[src/rtl/tqvp_pwm_pkg.sv]
// Shared register map and CTRL field positions for the multi-channel PWM peripheral.
package tqvp_pwm_pkg;

  localparam logic [3:0] ADDR_CTRL   = 4'h0;
  localparam logic [3:0] ADDR_TOP    = 4'h1;
  localparam logic [3:0] ADDR_POL    = 4'h2;
  localparam logic [3:0] ADDR_STATUS = 4'h3;
  localparam logic [3:0] ADDR_DUTY0  = 4'h4;

  localparam int CTRL_EN_BIT    = 0;
  localparam int CTRL_MODE_BIT  = 1;
  localparam int CTRL_PRESC_LSB = 4;

  typedef enum logic {
    DIR_UP   = 1'b0,
    DIR_DOWN = 1'b1
  } dir_e;

endpackage

[src/rtl/tqvp_pwm_channel.sv]
// One PWM channel: active duty register, compare against the shared counter,
// polarity and the registered output.
module tqvp_pwm_channel (
  input  logic       clk,
  input  logic       rst_n,
  input  logic       en_i,
  input  logic       load_i,
  input  logic [7:0] duty_sh_i,
  input  logic [7:0] cnt_i,
  input  logic       pol_i,
  output logic       pwm_o
);

  logic [7:0] duty_act_q, duty_act_d;
  logic       pwm_q, pwm_d;

  always_comb begin
    duty_act_d = load_i ? duty_sh_i : duty_act_q;
    pwm_d      = en_i ? ((cnt_i < duty_act_q) ^ pol_i) : pol_i;
  end

  always_ff @(posedge clk) begin
    if (!rst_n) begin
      duty_act_q <= 8'h00;
      pwm_q      <= 1'b0;
    end else begin
      duty_act_q <= duty_act_d;
      pwm_q      <= pwm_d;
    end
  end

  assign pwm_o = pwm_q;

endmodule

[src/rtl/tqvp_pwm_multi.sv]
// Multi-channel PWM byte peripheral: bus decode, prescaler, shared up/up-down
// counter with double-buffered TOP, sticky WRAP status and per-channel outputs.
module tqvp_pwm_multi #(
  parameter int NUM_CH  = 4,
  parameter int PRESC_W = 4
) (
  input  logic       clk,
  input  logic       rst_n,
  input  logic [7:0] ui_in,
  output logic [7:0] uo_out,
  input  logic [3:0] address,
  input  logic       data_write,
  input  logic [7:0] data_in,
  output logic [7:0] data_out
);
  import tqvp_pwm_pkg::*;

  // state    | meaning
  // DIR_UP   | counting up (edge mode always stays here)
  // DIR_DOWN | centre mode, counting down towards 0

  logic               ctrl_en_q, ctrl_mode_q;
  logic [PRESC_W-1:0] presc_q;
  logic [7:0]         top_sh_q, top_act_q;
  logic [NUM_CH-1:0]  pol_q;
  logic               wrap_q;
  logic [7:0]         duty_sh_q [NUM_CH];

  dir_e               state_q, state_d, state_step;
  logic [7:0]         cnt_q, cnt_d, cnt_step;
  logic [PRESC_W-1:0] psc_q, psc_d;
  logic               tick, boundary, load, mode_chg;
  logic [NUM_CH-1:0]  pwm;
  logic               unused_ok;

  assign unused_ok = ^{ui_in, data_in};
  assign mode_chg  = data_write && (address == ADDR_CTRL) &&
                     (data_in[CTRL_MODE_BIT] != ctrl_mode_q);
  assign load      = boundary || !ctrl_en_q;

  always_ff @(posedge clk) begin
    if (!rst_n) begin
      state_q <= DIR_UP;
      cnt_q   <= 8'h00;
      psc_q   <= '0;
    end else begin
      state_q <= state_d;
      cnt_q   <= cnt_d;
      psc_q   <= psc_d;
    end
  end

  always_comb begin
    cnt_step   = cnt_q;
    state_step = state_q;
    if (!ctrl_mode_q) begin
      cnt_step   = (cnt_q >= top_act_q) ? 8'h00 : cnt_q + 8'd1;
      state_step = DIR_UP;
    end else if (state_q == DIR_UP) begin
      if (cnt_q < top_act_q) begin
        cnt_step = cnt_q + 8'd1;
      end else if (top_act_q <= 8'd1) begin
        cnt_step = 8'h00;
      end else begin
        cnt_step   = top_act_q - 8'd1;
        state_step = DIR_DOWN;
      end
    end else if (cnt_q <= 8'd1) begin
      cnt_step   = 8'h00;
      state_step = DIR_UP;
    end else begin
      cnt_step = cnt_q - 8'd1;
    end

    state_d = state_q;
    cnt_d   = cnt_q;
    psc_d   = '0;
    if (!ctrl_en_q) begin
      state_d = DIR_UP;
      cnt_d   = 8'h00;
    end else begin
      psc_d = tick ? '0 : psc_q + 1'b1;
      if (mode_chg) begin
        state_d = DIR_UP;
        cnt_d   = 8'h00;
      end else if (tick) begin
        state_d = state_step;
        cnt_d   = cnt_step;
      end
    end
  end

  // A boundary is any tick whose next count is 0; TOP=0 makes every tick one.
  always_comb begin
    tick     = ctrl_en_q && (psc_q == presc_q);
    boundary = tick && (cnt_step == 8'h00);
  end

  always_ff @(posedge clk) begin
    if (!rst_n) begin
      ctrl_en_q   <= 1'b0;
      ctrl_mode_q <= 1'b0;
      presc_q     <= '0;
      top_sh_q    <= 8'hFF;
      top_act_q   <= 8'hFF;
      pol_q       <= '0;
      wrap_q      <= 1'b0;
      for (int ch = 0; ch < NUM_CH; ch++) duty_sh_q[ch] <= 8'h00;
    end else begin
      if (load) top_act_q <= top_sh_q;
      if (boundary) wrap_q <= 1'b1;
      else if (data_write && (address == ADDR_STATUS) && data_in[0]) wrap_q <= 1'b0;
      if (data_write) begin
        case (address)
          ADDR_CTRL: begin
            ctrl_en_q   <= data_in[CTRL_EN_BIT];
            ctrl_mode_q <= data_in[CTRL_MODE_BIT];
            presc_q     <= data_in[CTRL_PRESC_LSB +: PRESC_W];
          end
          ADDR_TOP: top_sh_q <= data_in;
          ADDR_POL: pol_q    <= data_in[NUM_CH-1:0];
          default: begin
            for (int ch = 0; ch < NUM_CH; ch++)
              if (address == 4'(ADDR_DUTY0 + ch)) duty_sh_q[ch] <= data_in;
          end
        endcase
      end
    end
  end

  always_comb begin
    data_out = 8'h00;
    case (address)
      ADDR_CTRL: begin
        data_out[CTRL_EN_BIT]                  = ctrl_en_q;
        data_out[CTRL_MODE_BIT]                = ctrl_mode_q;
        data_out[CTRL_PRESC_LSB +: PRESC_W]    = presc_q;
      end
      ADDR_TOP:    data_out = top_sh_q;
      ADDR_POL:    data_out[NUM_CH-1:0] = pol_q;
      ADDR_STATUS: data_out[0] = wrap_q;
      default: begin
        for (int ch = 0; ch < NUM_CH; ch++)
          if (address == 4'(ADDR_DUTY0 + ch)) data_out = duty_sh_q[ch];
      end
    endcase
  end

  for (genvar ch = 0; ch < NUM_CH; ch++) begin : g_ch
    tqvp_pwm_channel u_ch (
      .clk       (clk),
      .rst_n     (rst_n),
      .en_i      (ctrl_en_q),
      .load_i    (load),
      .duty_sh_i (duty_sh_q[ch]),
      .cnt_i     (cnt_q),
      .pol_i     (pol_q[ch]),
      .pwm_o     (pwm[ch])
    );
  end

  assign uo_out = 8'(pwm);

endmodule

[config.mk]
export PLATFORM = sky130hd
export DESIGN_NAME = tqvp_pwm_multi
export DESIGN_NICKNAME = d
export VERILOG_FILES = /design/src/rtl/tqvp_pwm_pkg.sv /design/src/rtl/tqvp_pwm_channel.sv /design/src/rtl/tqvp_pwm_multi.sv
export SDC_FILE = /design/constraint.sdc
export NUM_CORES = 1
export LEC_CHECK = 0
export CAP_MARGIN = 5
export CORE_UTILIZATION = 58
export CTS_CLUSTER_DIAMETER = 100
export CTS_CLUSTER_SIZE = 12
export DETAILED_ROUTE_END_ITERATION = 8
export PLACE_DENSITY = 0.78
export SLEW_MARGIN = 20
export SYNTH_ARGS = -nofsm -noshare
export SYNTH_HDL_FRONTEND = slang
export SYNTH_HIERARCHICAL = 1
export SYNTH_SLANG_ARGS = --single-unit
[constraint.sdc]
create_clock -name clk -period 8.8 [get_ports clk]
set_input_delay 1.76 -clock clk [delete_from_list [all_inputs] [get_ports clk]]
set_output_delay 1.76 -clock clk [all_outputs]
set_load 0.02 [all_outputs]
# == After elaboration in Yosys (flattened, before gate mapping) ==
# Memory sizes are Yosys's and may differ from the RTL's.
# Cells that the tools add are included.
# word_totals
output_inout_bits,16
reg_bits,76
n_memories,1
mem_bits_rw,32
inputBits,23
# op_classes
mux,50
magnitude_cmp,8
eq_ne,9
reduce_logical,19
bitwise,10
addsub,4
# mem_list
name,depth,word_bits,read_ports,rd_clocked_by_memory_dff,wr,line,source
duty_sh_q,4,8,4,0,4,tqvp_pwm_multi.sv:27,logic [7:0] duty_sh_q [NUM_CH];
# ops
op,n
2-to-1 mux 8 bit,14
less-than comparator 8 bit,5
2-to-1 mux 1 bit,32
"== test 4 x 3 -> 1 bit, second input constant",4
"<= comparator 8 x 1 -> 1 bit, second input constant",2
"subtractor 8 x 1 -> 8 bit, second input constant",2
case mux 4 bit (3 select lines),1
OR reduction 3 bit,3
"adder 8 x 1 -> 8 bit, second input constant",1
"== test 4 x 2 -> 1 bit, second input constant",2
>= comparator 8 bit,1
logical NOT 8 bit,1
case mux 1 bit (4 select lines),2
logical AND 1 bit,6
case mux 2 bit (3 select lines),1
AND reduction 2 bit,3
"adder 4 x 1 -> 4 bit, second input constant",1
"== test 4 x 1 -> 1 bit, second input constant",1
== test 4 bit,1
logical NOT 4 bit,1
OR 1 bit,4
OR reduction 2 bit,2
XOR 1 bit,4
NOT 1 bit,2
other kinds (4),4

# == Logic depth before layout (Yosys ltp) ==
# depth
word_depth,8
depth_mapped,14

# == Cells and area by module ==
# Netlist, hierarchy kept.
# modules_own_cells
module,instances,area_per_inst_um2,seq_area_each_um2,cells_per_inst
tqvp_pwm_multi,1,4326.6,1761.7,457
tqvp_pwm_channel,4,548.0,180.2,56

# == Worst setup path after synthesis ==
# No wires, ideal clock.
# synth_timing
kind,input -> output
from,input address[0]
to,output data_out[4]
setup_slack_ns,3.997
arrival_ns,3.043
required_time_ns,7.040
stages,4
path_buffers,1
cell_sequence,buf_1 mux4_2 a22oi_1 nor2_1
# synth_between
elab_chain_len,6
elab_cells_between_ends,14
classes_between,eq/ne (7); mux (5); reduce/logical (2)
# synth_lines
item,line,source
from (decl),tqvp_pwm_multi.sv:11,"input logic [3:0] address,"
== test 4 x 3 -> 1 bit,tqvp_pwm_multi.sv:144,if (address == 4'(ADDR_DUTY0 + ch)) data_out = duty_sh_q[ch];
2-to-1 mux 8 bit (4 in a row),tqvp_pwm_multi.sv:144,
case mux 4 bit (3 select lines) *,tqvp_pwm_multi.sv:133,case (address)
to (decl),tqvp_pwm_multi.sv:14,output logic [7:0] data_out
# Every way passes the cells marked *; elsewhere a longest branch is shown, timed or not.

# == Worst setup path after layout ==
# layout_timing
from,input address[1]
to,output data_out[3]
# layout_between
elab_chain_len,6
elab_cells_between_ends,14
classes_between,eq/ne (7); mux (5); reduce/logical (2)
# layout_lines
item,line
== test 4 x 3 -> 1 bit,tqvp_pwm_multi.sv:144
2-to-1 mux 8 bit (4 in a row),tqvp_pwm_multi.sv:144
case mux 2 bit (3 select lines) *,tqvp_pwm_multi.sv:133
# Marks and branches as above.

==> results.rst <==
.. list-table::
   :header-rows: 1

   * - Metric
     - Value
   * - Core Area
     - roughly 0.011 sq mm
   * - Min Tclk post-route
     - 6.14 ns
   * - Hold Path Class
     - reg -> reg
   * - Final WS setup
     - roughly 2.7 ns
   * - Worst setup skew after layout
     - 0.0136 ns
   * - Number of enable-type register cells in the synthesized netlist
     - 32
   * - Worst-margin pin slew
     - 0.872 ns
   * - Layout cells sized above 1
     - 0.0704
   * - Max Freq
     - 163 MHz
   * - Synthesized flop and latch total
     - 108
   * - Hold buffer count at CTS
     - 0
   * - Cts repair resizes
     - 0
   * - Height of the chip
     - 108 microns
   * - CTS tree
     - yes
   * - Vias in the first global route
     - 4972
   * - Top cell type's share of synthesized area
     - 0.233
   * - Maximum fanout along the worst path
     - 20
   * - 1st-pass router iterations
     - 5
   * - Final Hold Vio Count
     - 0
   * - Power Density
     - 134 mW/mm^2
   * - Period utilization
     - 0.698
   * - Distinct cell type count after synthesis
     - 66
   * - Setup TNS
     - 0 ns
   * - Worst setup path category
     - in -> out
   * - Number of port buffers
     - 26
   * - Die span in x
     - 108 microns
   * - Die Footprint
     - 0.0117 sq mm
   * - Via density
     - between 6 and 7
   * - Final setup violation count
     - 0
   * - Final antenna-violating net count
     - 0
   * - Cell area after synthesis
     - 0.00652 sq mm
   * - Final layout net count
     - 756
   * - Clock-pin slew on the worst setup and hold paths
     - 0.10 ns
   * - Async set-reset flop share out of synthesis
     - 0
   * - Setup repair after global routing missed its margin
     - no
   * - DRC marker count from the first detailed-route iteration
     - 368
   * - Starting Density
     - 0.599
   * - Area contributors post-synth
     - dfxtp_1 23%, edfxtp_1 15%, ha_1 8.1%, mux2i_1 7.7%, and2_1 4.3%
   * - Start point of the worst hold path
     - wrap_q
   * - Top FF cell, synth
     - dfxtp_1
   * - Routed wire length per instance
     - 19.5 microns
   * - Static Leak
     - about 0.003 uW
   * - Proportion of synthesized chip area in sequential cells
     - 0.381
   * - Number of buffers created by CTS
     - 9
   * - Beginning of the critical path
     - address[1]
   * - Max-capacitance violation count
     - 0
   * - Number of ports placed on the die boundary
     - 39
   * - Largest net degree at the start of global routing
     - between 50 and 60
   * - Number of H-tree levels
     - 3
   * - All-layer global routing usage
     - 0.298
   * - Post-CTS Setup Bufs
     - 0
   * - Post-synthesis cell count
     - 681
   * - Antenna violations before repair
     - 0
   * - Dominant cell type by area after synthesis
     - dfxtp_1
   * - Total count of max-transition violations in the final report
     - 0
   * - Max transition margin
     - 0.418
   * - Post-route DRC violation count
     - 0
   * - Setup WS pre-CTS
     - 2.55 ns
   * - Cell at the root of the clock tree
     - clkbuf_8
   * - Placement Rows
     - 38
   * - # diodes
     - 0
   * - Run status
     - complete, no violations
   * - Max clock buf depth
     - 2
   * - Wire length of the first global-routing pass
     - 26100 microns
   * - Nature of the critical path endpoint
     - output port
   * - Later-pin clock latency in the skew report
     - 0.39 ns
   * - Final routed wirelength across all metal layers
     - between 15000 and 20000 microns
   * - CP required
     - 7.04 ns
   * - Worst endpoint data arrival time
     - 4.38 ns
   * - Critical register-to-register path startpoint
     - cnt_q[0]
   * - GPL Wtd Cong
     - 0.900
   * - Critical path startpoint category
     - input pin
   * - Hpwl dp
     - 12000 microns
   * - Grt ovf
     - 0
   * - Clock net sink count
     - 108
   * - Vias post-DR
     - 5224
   * - Synthesis-to-finish area growth
     - 7.81%
   * - Avg Synthesized Cell Area
     - 9.57 sq um
   * - Number of warnings reported in the yosys synthesis log
     - 6
   * - Worst ir drop on vdd
     - 0.106 mV
[final timing paths]
check / endpoint / slack (ns) / cells past startpoint
setup / recovery: data_out[3] / 2.66 / 7
hold reg to reg: wrap_q / 0.47 / 2
hold / removal: wrap_q / 0.47 / 2
setup reg to reg: g_ch[0].u_ch/duty_act_q[0] / 4.46 / 12
[cells in the final DEF (no fill, tap or decap), types with 11 or more instances in the layout]
cell type and count:
a21oi_1 28, nor2b_1 41, nor2_1 45, dfxtp_1 76, inv_1 43, o21ai_0 21, and2_1 45, ha_1 42
nand3_1 15, clkdlybuf4s50_1 25, clkbuf_8 11, nor3_1 15, edfxtp_1 32, nand2_1 35, mux2i_1 50
[critical path: stages]
cell	delay, ns
clkdlybuf4s50_1	1.00
nor2b_1	0.51
a22oi_1	0.13
nor2_1	0.14
a21oi_1	0.08
nor2_1	0.14
clkdlybuf4s50_1	0.62
[synth_stat cells, drive strengths merged (14+ instances only)]
cell type	count
nor2b	41
nor3	16
ha	42
and2	45
clkbuf	20
o21ai	26
nand2	35
dfxtp	76
inv	43
mux2i	50
buf	14
edfxtp	32
nand3	15
nor2	45
a21oi	28
[layout make-up]
| class | instances | area [sq um] |
|---|---|---|
| clock buffers | 12 | 155 |
| repair buffers | 30 | 285 |
| well taps | 140 | 175 |
| clock inverters | 4 | 31.3 |
| inverters | 43 | 161 |
| flip-flops and latches | 108 | 2480 |
| fillers | 877 | 3860 |
| multi-input cells | 499 | 3740 |
[per-stage QoR]
| step | hold slack (ns) | power (uW) | utilization | cell area [sq um] | std cells |
|---|---|---|---|---|---|
| after floorplan | 0.433 | 615 | - | 6530 | 684 |
| final | 0.469 | 938 | 0.645 | 7030 | 836 |
| after global routing | 0.498 | 973 | 0.645 | 7030 | 836 |
| after global placement | 0.451 | 649 | 0.628 | 6840 | 820 |
| after detailed placement | 0.454 | 654 | 0.628 | 6840 | 820 |
| after CTS | 0.472 | 947 | 0.645 | 7030 | 836 |
[kinds of logic (layout without fill, tap and decap cells)]
kind of cell | Yosys count | in the layout | synth area share
AOI/OAI and AO/OA | 131 | 131 | 0.144
xor gates and xnor gates | 18 | 18 | 0.0242
adders and majority gates | 42 | 42 | 0.0806
buffers and inverters | 77 | 89 | 0.0497
DFF | 108 | 108 | 0.381
muxes | 63 | 63 | 0.115
other | 1 | 4 | 0.000575
and+or+nand+nor | 241 | 241 | 0.206
[registers in the layout (all words and copies together) (netlist names)]
register and cells:
cnt_q 8, ctrl_en_q 1, ctrl_mode_q 1, duty_sh_q 32, g_ch.u_ch/duty_act_q 32, g_ch.u_ch/pwm_o 4, pol_q 4, presc_q 4
psc_q 4, state_q 1, top_act_q 8, top_sh_q 8, wrap_q 1
[power breakdown]
group          total (uW)  internal (uW)  leakage (uW)  switching [uW]
Clock                 294            121     0.0000974             173
Combinational        96.0           43.2       0.00198            52.8
Sequential            549            532      0.000929            17.2
Total                 938            696       0.00301             243
[routing by layer]
metal  global-route usage  vias to the layer above  share of wire
met5                    0                        -              0
met4                0.113                        0          0.022
met3               0.0458                       31          0.062
met2                0.468                      217           0.46
met1                0.414                     2499           0.46
li1                     -                     2477              -
Power figures use the tool's default switching activity.
